$ cat src/rtl/clk_div_pkg.sv
// Shared types and helpers for the programmable clock divider.
package clk_div_pkg;

   // Divider control states
   typedef enum logic [1:0] {
      StIdle,
      StRun,
      StPend,
      StStop
   } state_e;

   // Smallest divisor that still yields a toggling output
   localparam int unsigned DIV_MIN = 2;

   // Number of source cycles the posedge phase flop stays high
   function automatic int unsigned half_div(input int unsigned n);
      return n >> 1;
   endfunction

endpackage

$ cat src/rtl/clk_div_halfcyc.sv
// Negedge retime flop plus OR that stretches the high phase by half a source
// cycle for odd divisors. Only built when CLK_DIV_DUTY50_EN is defined, which
// keeps every falling-edge element of the divider inside this one module.
`ifdef CLK_DIV_DUTY50_EN
module clk_div_halfcyc (
   input  logic clk,
   input  logic rstn,
   input  logic p_r,
   input  logic odd,
   output logic clk_div
);

   logic n_r;

   // Retime the posedge phase onto the falling edge
   always_ff @(negedge clk or negedge rstn) begin
      if (!rstn) begin
         n_r <= 1'b0;
      end else begin
         n_r <= p_r;
      end
   end

   // Even divisors already have 50% duty from p_r alone
   assign clk_div = p_r | (n_r & odd);

endmodule
`endif

$ cat src/rtl/clk_div_prog.sv
// Runtime-programmable integer clock divider, 50% duty for even ratios and,
// when CLK_DIV_DUTY50_EN is defined, for odd ratios too. New divisors go
// through a shadow register and only take effect at period boundaries.
module clk_div_prog
   import clk_div_pkg::*;
#(
   parameter int unsigned CNT_W   = 8,
   parameter int unsigned DIV_RST = 9
) (
   input  logic             clk,
   input  logic             rstn,
   input  logic             en,
   input  logic [CNT_W-1:0] div_val,
   input  logic             div_load,
   output logic             div_ack,
   output logic             div_err,
   output logic             period_tick,
   output logic             clk_div
);

   localparam logic [CNT_W-1:0] DivRst = CNT_W'(DIV_RST);

   state_e           state_q, state_d;
   logic [CNT_W-1:0] cnt_q, cnt_d;
   logic [CNT_W-1:0] act_q, act_d;
   logic [CNT_W-1:0] shd_q, shd_d;
   logic             p_q, p_d;
   logic             ack_q, ack_d;
   logic             err_q, err_d;
   logic             legal;
   logic             last;

   assign legal = div_load && (div_val >= CNT_W'(DIV_MIN));
   assign last  = (cnt_q == act_q - CNT_W'(1));

   // Next-state: counter, divisor shadowing, handshake and phase flop
   always_comb begin
      state_d = state_q;
      cnt_d   = cnt_q;
      act_d   = act_q;
      shd_d   = shd_q;
      ack_d   = 1'b0;
      err_d   = err_q;
      if (div_load) begin
         err_d = ~legal;
      end
      unique case (state_q)
         StIdle: begin
            cnt_d = '0;
            if (legal) begin
               act_d = div_val;
               shd_d = div_val;
               ack_d = 1'b1;
            end
            if (en) begin
               state_d = StRun;
            end
         end
         StRun: begin
            if (legal) begin
               shd_d = div_val;
            end
            if (last) begin
               cnt_d = '0;
               if (!en) begin
                  state_d = StIdle;
               end else if (legal) begin
                  state_d = StPend;
               end
            end else begin
               cnt_d = cnt_q + CNT_W'(1);
               if (!en) begin
                  state_d = StStop;
               end else if (legal) begin
                  state_d = StPend;
               end
            end
         end
         StPend: begin
            if (last) begin
               cnt_d = '0;
               act_d = shd_q;
               ack_d = 1'b1;
               // A load landing on the boundary waits for the next one
               if (!en) begin
                  state_d = StStop;
               end else if (legal) begin
                  state_d = StPend;
               end else begin
                  state_d = StRun;
               end
            end else begin
               cnt_d = cnt_q + CNT_W'(1);
            end
            if (legal) begin
               shd_d = div_val;
            end
         end
         StStop: begin
            if (legal) begin
               shd_d = div_val;
            end
            if (last) begin
               cnt_d   = '0;
               state_d = StIdle;
            end else begin
               cnt_d = cnt_q + CNT_W'(1);
            end
         end
         default: state_d = StIdle;
      endcase
      // A divisor loaded while winding down is applied on the way into idle
      if (state_q != StIdle && state_d == StIdle && shd_d != act_d) begin
         act_d = shd_d;
         ack_d = 1'b1;
      end
      p_d = (state_d != StIdle) && (cnt_d < CNT_W'(half_div(int'(act_d))));
   end

   // State register with asynchronous active-low reset
   always_ff @(posedge clk or negedge rstn) begin
      if (!rstn) begin
         state_q <= StIdle;
         cnt_q   <= '0;
         act_q   <= DivRst;
         shd_q   <= DivRst;
         p_q     <= 1'b0;
         ack_q   <= 1'b0;
         err_q   <= 1'b0;
      end else begin
         state_q <= state_d;
         cnt_q   <= cnt_d;
         act_q   <= act_d;
         shd_q   <= shd_d;
         p_q     <= p_d;
         ack_q   <= ack_d;
         err_q   <= err_d;
      end
   end

   assign div_ack     = ack_q;
   assign div_err     = err_q;
   assign period_tick = (state_q != StIdle) && last;

`ifdef CLK_DIV_DUTY50_EN
   clk_div_halfcyc u_halfcyc (
      .clk     (clk),
      .rstn    (rstn),
      .p_r     (p_q),
      .odd     (act_q[0]),
      .clk_div (clk_div)
   );
`else
   assign clk_div = p_q;
`endif

endmodule

$ cat config.mk
export PLATFORM = sky130hd
export DESIGN_NAME = clk_div_prog
export DESIGN_NICKNAME = d
export VERILOG_FILES = /design/src/rtl/clk_div_pkg.sv /design/src/rtl/clk_div_halfcyc.sv /design/src/rtl/clk_div_prog.sv
export SDC_FILE = /design/constraint.sdc
export NUM_CORES = 1
export LEC_CHECK = 0
export CORE_MARGIN = 1.5
export CORE_UTILIZATION = 40
export DETAILED_ROUTE_END_ITERATION = 7
export PLACE_DENSITY = 0.69
export SLEW_MARGIN = 10
export SYNTH_ARGS = -nofsm -noshare
export SYNTH_HDL_FRONTEND = slang
export SYNTH_SLANG_ARGS = --single-unit
$ cat constraint.sdc
create_clock -name clk -period 7.2 [get_ports clk]
set_input_delay 1.44 -clock clk [delete_from_list [all_inputs] [get_ports clk]]
set_output_delay 1.44 -clock clk [all_outputs]
set_load 0.03 [all_outputs]
# After elaboration in Yosys (flattened, before gate mapping)
# Index checks and enable logic that the tools add are counted.
word_totals:
  latch_bits: 0
  input_bits: 12
  elab_cells: 50
  rom_bits: 0
  reg_bits: 29
  mem_bits_rw: 0
  memories: 0
  out_inout_bits: 4
classes:
  muxes: 22
  n_bitwise: 1
  eq_ne: 5
  multipliers: 0
  n_lt_le_gt_ge: 2
  reduce_logical: 11
  n_shift: 0
  n_addsub: 2
  n_div: 0
op_table:
  columns: ["operator", "n"]
  rows:
  - ["two-way mux 8 bit", 6]
  - ["case mux 8 bit (2 select lines)", 2]
  - ["two-way mux 2 bit", 9]
  - ["adder 8 x 1 -> 8 bit, second input constant", 1]
  - ["equality test 8 bit", 1]
  - [">= comparator 8 x 2 -> 1 bit, second input constant", 1]
  - ["< comparator 8 x 7 -> 1 bit", 1]
  - ["inequality test 8 bit", 1]
  - ["case mux 2 bit (4 select lines)", 1]
  - ["subtractor 8 x 1 -> 8 bit, second input constant", 1]
  - ["logical AND 1 bit", 5]
  - ["equality test 2 bit, second input constant", 2]
  - ["logical NOT 2 bit", 2]
  - ["nonzero test 2 bit", 2]
  - ["OR reduction 4 bit", 1]
  - ["two-way mux 1 bit", 3]
  - ["OR reduction 3 bit", 1]
  - ["equality test 2 x 1 -> 1 bit, second input constant", 1]
  - ["case mux 1 bit (2 select lines)", 1]
  - ["NOT 1 bit", 1]

# Depth between registers and ports, before layout
depth:
  word_depth: 12
  depth_mapped: 18

# Least setup slack after synthesis
# OpenSTA, ideal clock, no wires.
synth_timing:
  path_type: "input-to-reg"
  start: "in div_val[5]"
  end: "reg p_q, in the netlist clk_div"
  setup_time_ns: 0.066
  t_arrival_ns: 4.904
  path_stages: 14
  slack_ns: 2.230
  n_path_buf: 2
  path_cell_list: "or4_1 o41ai_4 buf_2 mux2i_1 inv_1 xnor2_1 nor4_1 a21boi_1 buf_6 mux2_4 ha_1 and4b_1 a2111oi_0 o31a_1"
synth_between:
  elab_cells_between_ends: 22
  classes_between: "order compare: 2; eq/ne: 1; mux: 13; reduce/logical: 6"
synth_lines:
  columns: ["element", "line_no", "rtl"]
  rows:
  - ["start, declared", "clk_div_prog.sv:13", "input logic [CNT_W-1:0] div_val,"]
  - [">= comparator 8 x 2 -> 1 bit", "clk_div_prog.sv:33", "assign legal = div_load && (div_val >= CNT_W'(DIV_MIN));"]
  - ["logical AND 1 bit", "clk_div_prog.sv:33", null]
  - ["two-way mux 8 bit (*) (2 in a row)", null, null]
  - ["named net shd_d[5]", "clk_div_prog.sv:26", "logic [CNT_W-1:0] shd_q, shd_d;"]
  - ["inequality test 8 bit", "clk_div_prog.sv:113", "if (state_q != StIdle && state_d == StIdle && shd_d != act_d) begin"]
  - ["logical AND 1 bit", "clk_div_prog.sv:113", null]
  - ["two-way mux 8 bit (*)", "clk_div_prog.sv:113", null]
  - ["< comparator 8 x 7 -> 1 bit (*)", "clk_div_prog.sv:117", "p_d = (state_d != StIdle) && (cnt_d < CNT_W'(half_div(int'(act_d))));"]
  - ["logical AND 1 bit (*)", "clk_div_prog.sv:117", null]
  - ["named net p_d", "clk_div_prog.sv:27", "logic p_q, p_d;"]
  - ["end signal, assigned", "clk_div_prog.sv:135", "p_q <= p_d;"]
  - ["end, declared", "clk_div_prog.sv:27", null]
# The timed path passes the listed nets; every way through them passes the cells marked *. The select of a mux whose other input is x is not followed.
# A chain may end at the register's enable or synchronous reset.

# Worst setup path in the final report
layout_timing:
  start: "in div_val[5]"
  end: "reg p_q, in the netlist clk_div"
layout_between:
  elab_chain_len: 12
  elab_cells_between_ends: 22
  classes_between: "order compare: 2; eq/ne: 1; mux: 13; reduce/logical: 6"
layout_lines:
  columns: ["element", "line_no", "rtl"]
  rows:
  - [">= comparator 8 x 2 -> 1 bit", "clk_div_prog.sv:33", null]
  - ["logical AND 1 bit", "clk_div_prog.sv:33", null]
  - ["two-way mux 2 bit (on tied branches)", "clk_div_prog.sv:87, clk_div_prog.sv:67, clk_div_prog.sv:74", null]
  - ["two-way mux 2 bit (on tied branches)", "clk_div_prog.sv:85, clk_div_prog.sv:65, clk_div_prog.sv:72", null]
  - ["two-way mux 2 bit (on tied branches)", "clk_div_prog.sv:80, clk_div_prog.sv:63", null]
  - ["case mux 2 bit (4 select lines)", "clk_div_prog.sv:47", "unique case (state_q)"]
  - ["logical NOT 2 bit", "clk_div_prog.sv:113", null]
  - ["logical AND 1 bit (2 in a row)", "clk_div_prog.sv:113", null]
  - ["two-way mux 8 bit", "clk_div_prog.sv:113", null]
  - ["< comparator 8 x 7 -> 1 bit", "clk_div_prog.sv:117", null]
  - ["logical AND 1 bit (*)", "clk_div_prog.sv:117", null]
  - ["named net p_d", "clk_div_prog.sv:27", null]
# Marks and branches as above.

==> summary.md <==
The via density per instance works out to 5.433. After synthesis, the cell types taking the most area are dfrtp_1, mux2i_1, xnor2_1. The period utilization is 0.7715. The internal power of the cells totals 0.0005270 W.

The iteration-0 DRC count of the detailed router is 108, and the critical path data arrival time is 5780 ps. In this run, placement finished with an instance count of 281. Counting every sink on the clock net gives 29. Synthesis produced a netlist with a net count of 221. For the post-CTS resize count, the log shows 0. Port buffering added 15 buffers.

Yosys mapped the design onto 47 distinct sky130hd cell types. The number of filler instances in the final layout is 449, and the initial core utilization is 0.4176. The tool flagged a number of max-cap violations equal to 0. The total detailed-routing wirelength was 4550 um. Summed over all cells, the static leakage comes to 0.9931 nW.

The sequential share of power is 0.303. Yosys printed 0 warnings. In this run the critical register-to-register path is launched from act_q[1]. Final critical-path required period: 5555 ps. The relative slew slack came out at 0.4643. The setup path with the least slack is of type input port to register.

For this run, the detailed router's first-pass iteration total came to 4. Power per cell area: 397.6 mW/mm^2. The maximum vdd ir drop is 0.1789 mV.

The count of nets left with antenna violations once routing finished came out at 0. The mapped cell area was 0.001986 mm^2. The synthesized design contains 0 enable-type register cells.

TritonCTS built the clock tree. The total vias in the final route is 1570. For this design the total switching power over the nets is 0.0003939 W. At the pin with the least slew margin, the transition time is 796.7 ps. Measured along the x axis, the die boundary spans 73.46 um. The later pin in the worst-skew pair is clocked with a latency of 290 ps. Sorting the synthesized cells by how often they occur yields dfrtp_1, nor2_1, xnor2_1.

Initial antenna violation count: 0. The required arrival time at the worst endpoint came out at 7430 ps. In this run the number of H-tree levels came out at 2. The setup check on the worst reg-to-reg path leaves a slack of 2410 ps. The highest clock frequency the design can meet is 180.0 MHz, and the count of hold-fix buffers inserted at cts is 0. The first global-routing pass estimated 7424 um of wire. The layout cell share with drive strength beyond 1 was 0.1171; the share of synthesized registers carrying an async set or reset was 1.000. The number of cells on the worst reg-to-reg path is 17.

Area of the die: 0.005396 mm^2. The routed length per instance works out to 15.74 um. The mean instance size in the synthesized netlist was 9.879 um^2; the core outline area was 0.004755 mm^2. After clock tree synthesis, the clock-pin slew on the worst setup and hold paths is 70 ps. The logs give 1457 for the via count of the first global-routing pass and 0.533 for the power share of the combinational group. The flip-flop cell with the highest count after synthesis was dfrtp_1. The core utilization of the finished layout is 0.4871, and the layout overhead on the synthesized area is 16.64%. The HPWL after detailed placement is 3422 um.

Type of the tightest min-delay check: register to register. Entering global routing, the biggest net connects 30 pins. The busiest layer in global routing is met2. The top fanout value on the critical path was 11; the smallest setup slack after layout was 1645 ps. Counting along the longest clock path gives a buffer depth of 2. The clock arrives with 5.760 ps of skew. The logs give 0 ps for the final setup TNS and 0.2679 for the met1 usage in global routing.

The run gives 0.8655 as the last weighted congestion value of the routability-driven placer. Biggest area consumer among synthesized cells: dfrtp_1. The number of antenna diodes in the final layout is 0. The flow ran to the end, and the final reports show no timing, DRC or antenna violations. Global routing finished with a remaining overflow of 0. The die is 73.46 um tall.

In this run, CTS created clock tree buffers numbering 5. The tools report the worst reg2reg path endpoint as clk_div. The worst hold path begins at div_err.

STA classifies the critical path startpoint as an input port. The post-route worst hold slack is 492.1 ps, and the global-route met3 utilization is 0.04527. Most frequent cell after synthesis: dfrtp_1. The tools report the total global routing track utilization as 0.1854. The worst hold path terminates at div_err. The buffers inserted during post-CTS setup optimization was 0; the number of instances in the synthesized netlist was 201. Setup repair after global routing left no endpoint under its margin. Final layout net count: 241. STA classifies the critical path endpoint as a register. The switching part of the total power is 0.4277. The pre-CTS setup slack is 1372 ps. The logs give 0 for the final hold violation count and 16 for the number of placed I/O pins. After synthesis the netlist holds a flip-flop and latch count of 29. The share of the synthesized area in the top cell type is 0.3151, and the post-route DRC violation count is 0. Excluding fillers, the count of instances in the completed layout stands at 289. Setup violations remaining at the end of the flow were counted as 0.

The sequential element share of the synthesized area is 0.3680. The total number of placement rows came out at 25. The number of max-slew violations in the final report is 0. The share of power burned in the clock network came out at 0.165. For the fraction of met2 tracks used by global routing, the log shows 0.2703.

The worst hold path cell count works out to 1. Clock tree root driver cell: clkbuf_8.
power groups by stage:
| stage | sequential (W) | combinational [W] | clock (W) |
|---|---|---|---|
| finish | 0.000279 | 0.000491 | 0.000152 |
| detailed placement | 0.000281 | 0.000488 | 0 |
| global route | 0.000288 | 0.000545 | 0.000162 |
| floorplan | 0.000261 | 0.000380 | 0 |
| CTS | 0.000278 | 0.000494 | 0.000154 |
| global placement | 0.000280 | 0.000479 | 0 |
through the flow:
stage	instance area, um^2	total power, W
finish	2316	0.0009209
detailed placement	2215	0.0007691
global route	2316	0.0009949
global placement	2215	0.0007591
floorplan	1986	0.0006409
CTS	2316	0.0009256
sequential cells by signal, indices dropped and copies added, names as in the netlist:
name / flops
act_q: 8
clk_div: 1
cnt_q: 8
div_ack: 1
div_err: 1
shd_q: 8
state_q: 2
logic make-up after synthesis:
kind of cell | count (synthesis) | share of synthesized area
flip-flops | 29 | 0.3680
buffers and inverters | 20 | 0.04221
AND/OR/NAND/NOR | 57 | 0.1538
adder cells (fa/ha/maj) | 8 | 0.05041
AO/OA/AOI/OAI | 42 | 0.1626
XOR/XNOR | 23 | 0.1014
multiplexers | 22 | 0.1216
cell type report:
class / count / area [um^2] / share of cell area
flip-flops and latches: 29 / 730.7 / 0.3155
clock inverters: 1 / 5.005 / 0.002161
well taps: 67 / 83.83 / 0.03620
multi-input cells: 152 / 1171 / 0.5057
clock buffers: 7 / 96.34 / 0.04160
inverters: 15 / 56.30 / 0.02431
repair buffers: 18 / 172.7 / 0.07455
worst max-delay path: stages:
cell	delay, ps
clkdlybuf4s50_1	440
or4_1	590
o41ai_4	290
a21oi_1	150
nand2_1	320
o211ai_1	180
o221ai_1	210
xnor2_1	150
nor4_1	360
a21boi_1	110
buf_4	210
mux2_4	310
ha_1	280
and4b_1	190
a2111oi_0	380
o31a_1	180
cells in the final DEF (no fill, tap or decap), types with 2 or more instances in the layout:
cell type | Yosys | final
buf_4 | 0 | 3
nand2_1 | 9 | 9
xnor2_1 | 19 | 19
dfrtp_1 | 25 | 25
o21ai_0 | 7 | 7
ha_1 | 8 | 8
a21oi_1 | 4 | 4
nor3_1 | 4 | 4
o211ai_1 | 3 | 3
or4_1 | 2 | 2
dfstp_2 | 4 | 4
nor2_1 | 21 | 21
and3_1 | 2 | 2
inv_1 | 15 | 15
a21o_1 | 4 | 4
nand3_1 | 4 | 4
mux2i_1 | 17 | 17
o31a_1 | 2 | 2
nor4_1 | 3 | 3
mux2_4 | 4 | 4
nand4b_1 | 2 | 2
nor3b_1 | 2 | 2
o21ai_1 | 2 | 2
o221ai_1 | 9 | 9
clkdlybuf4s50_1 | 0 | 15
xor2_1 | 4 | 4
clkbuf_8 | 0 | 7
layer usage:
metal	part of all wire	vias up
met4	0.012	0
met1	0.49	770
li1	-	774
met2	0.46	22
met3	0.037	4
met5	0	-
worst max path at each step:
stage / cells past startpoint / end / startpoint / slack, ps
6_report: 16 / clk_div / div_val[5] / 1650
5_1_grt: 16 / clk_div / div_val[5] / 1330
4_1_cts: 16 / clk_div / div_val[5] / 1620
3_5_place_dp: 16 / clk_div / div_val[5] / 1370
3_3_place_gp: 16 / clk_div / div_val[2] / 1390
2_1_floorplan: 14 / clk_div / div_val[5] / 2230
No activity file was read; power rests on OpenSTA's default activity.
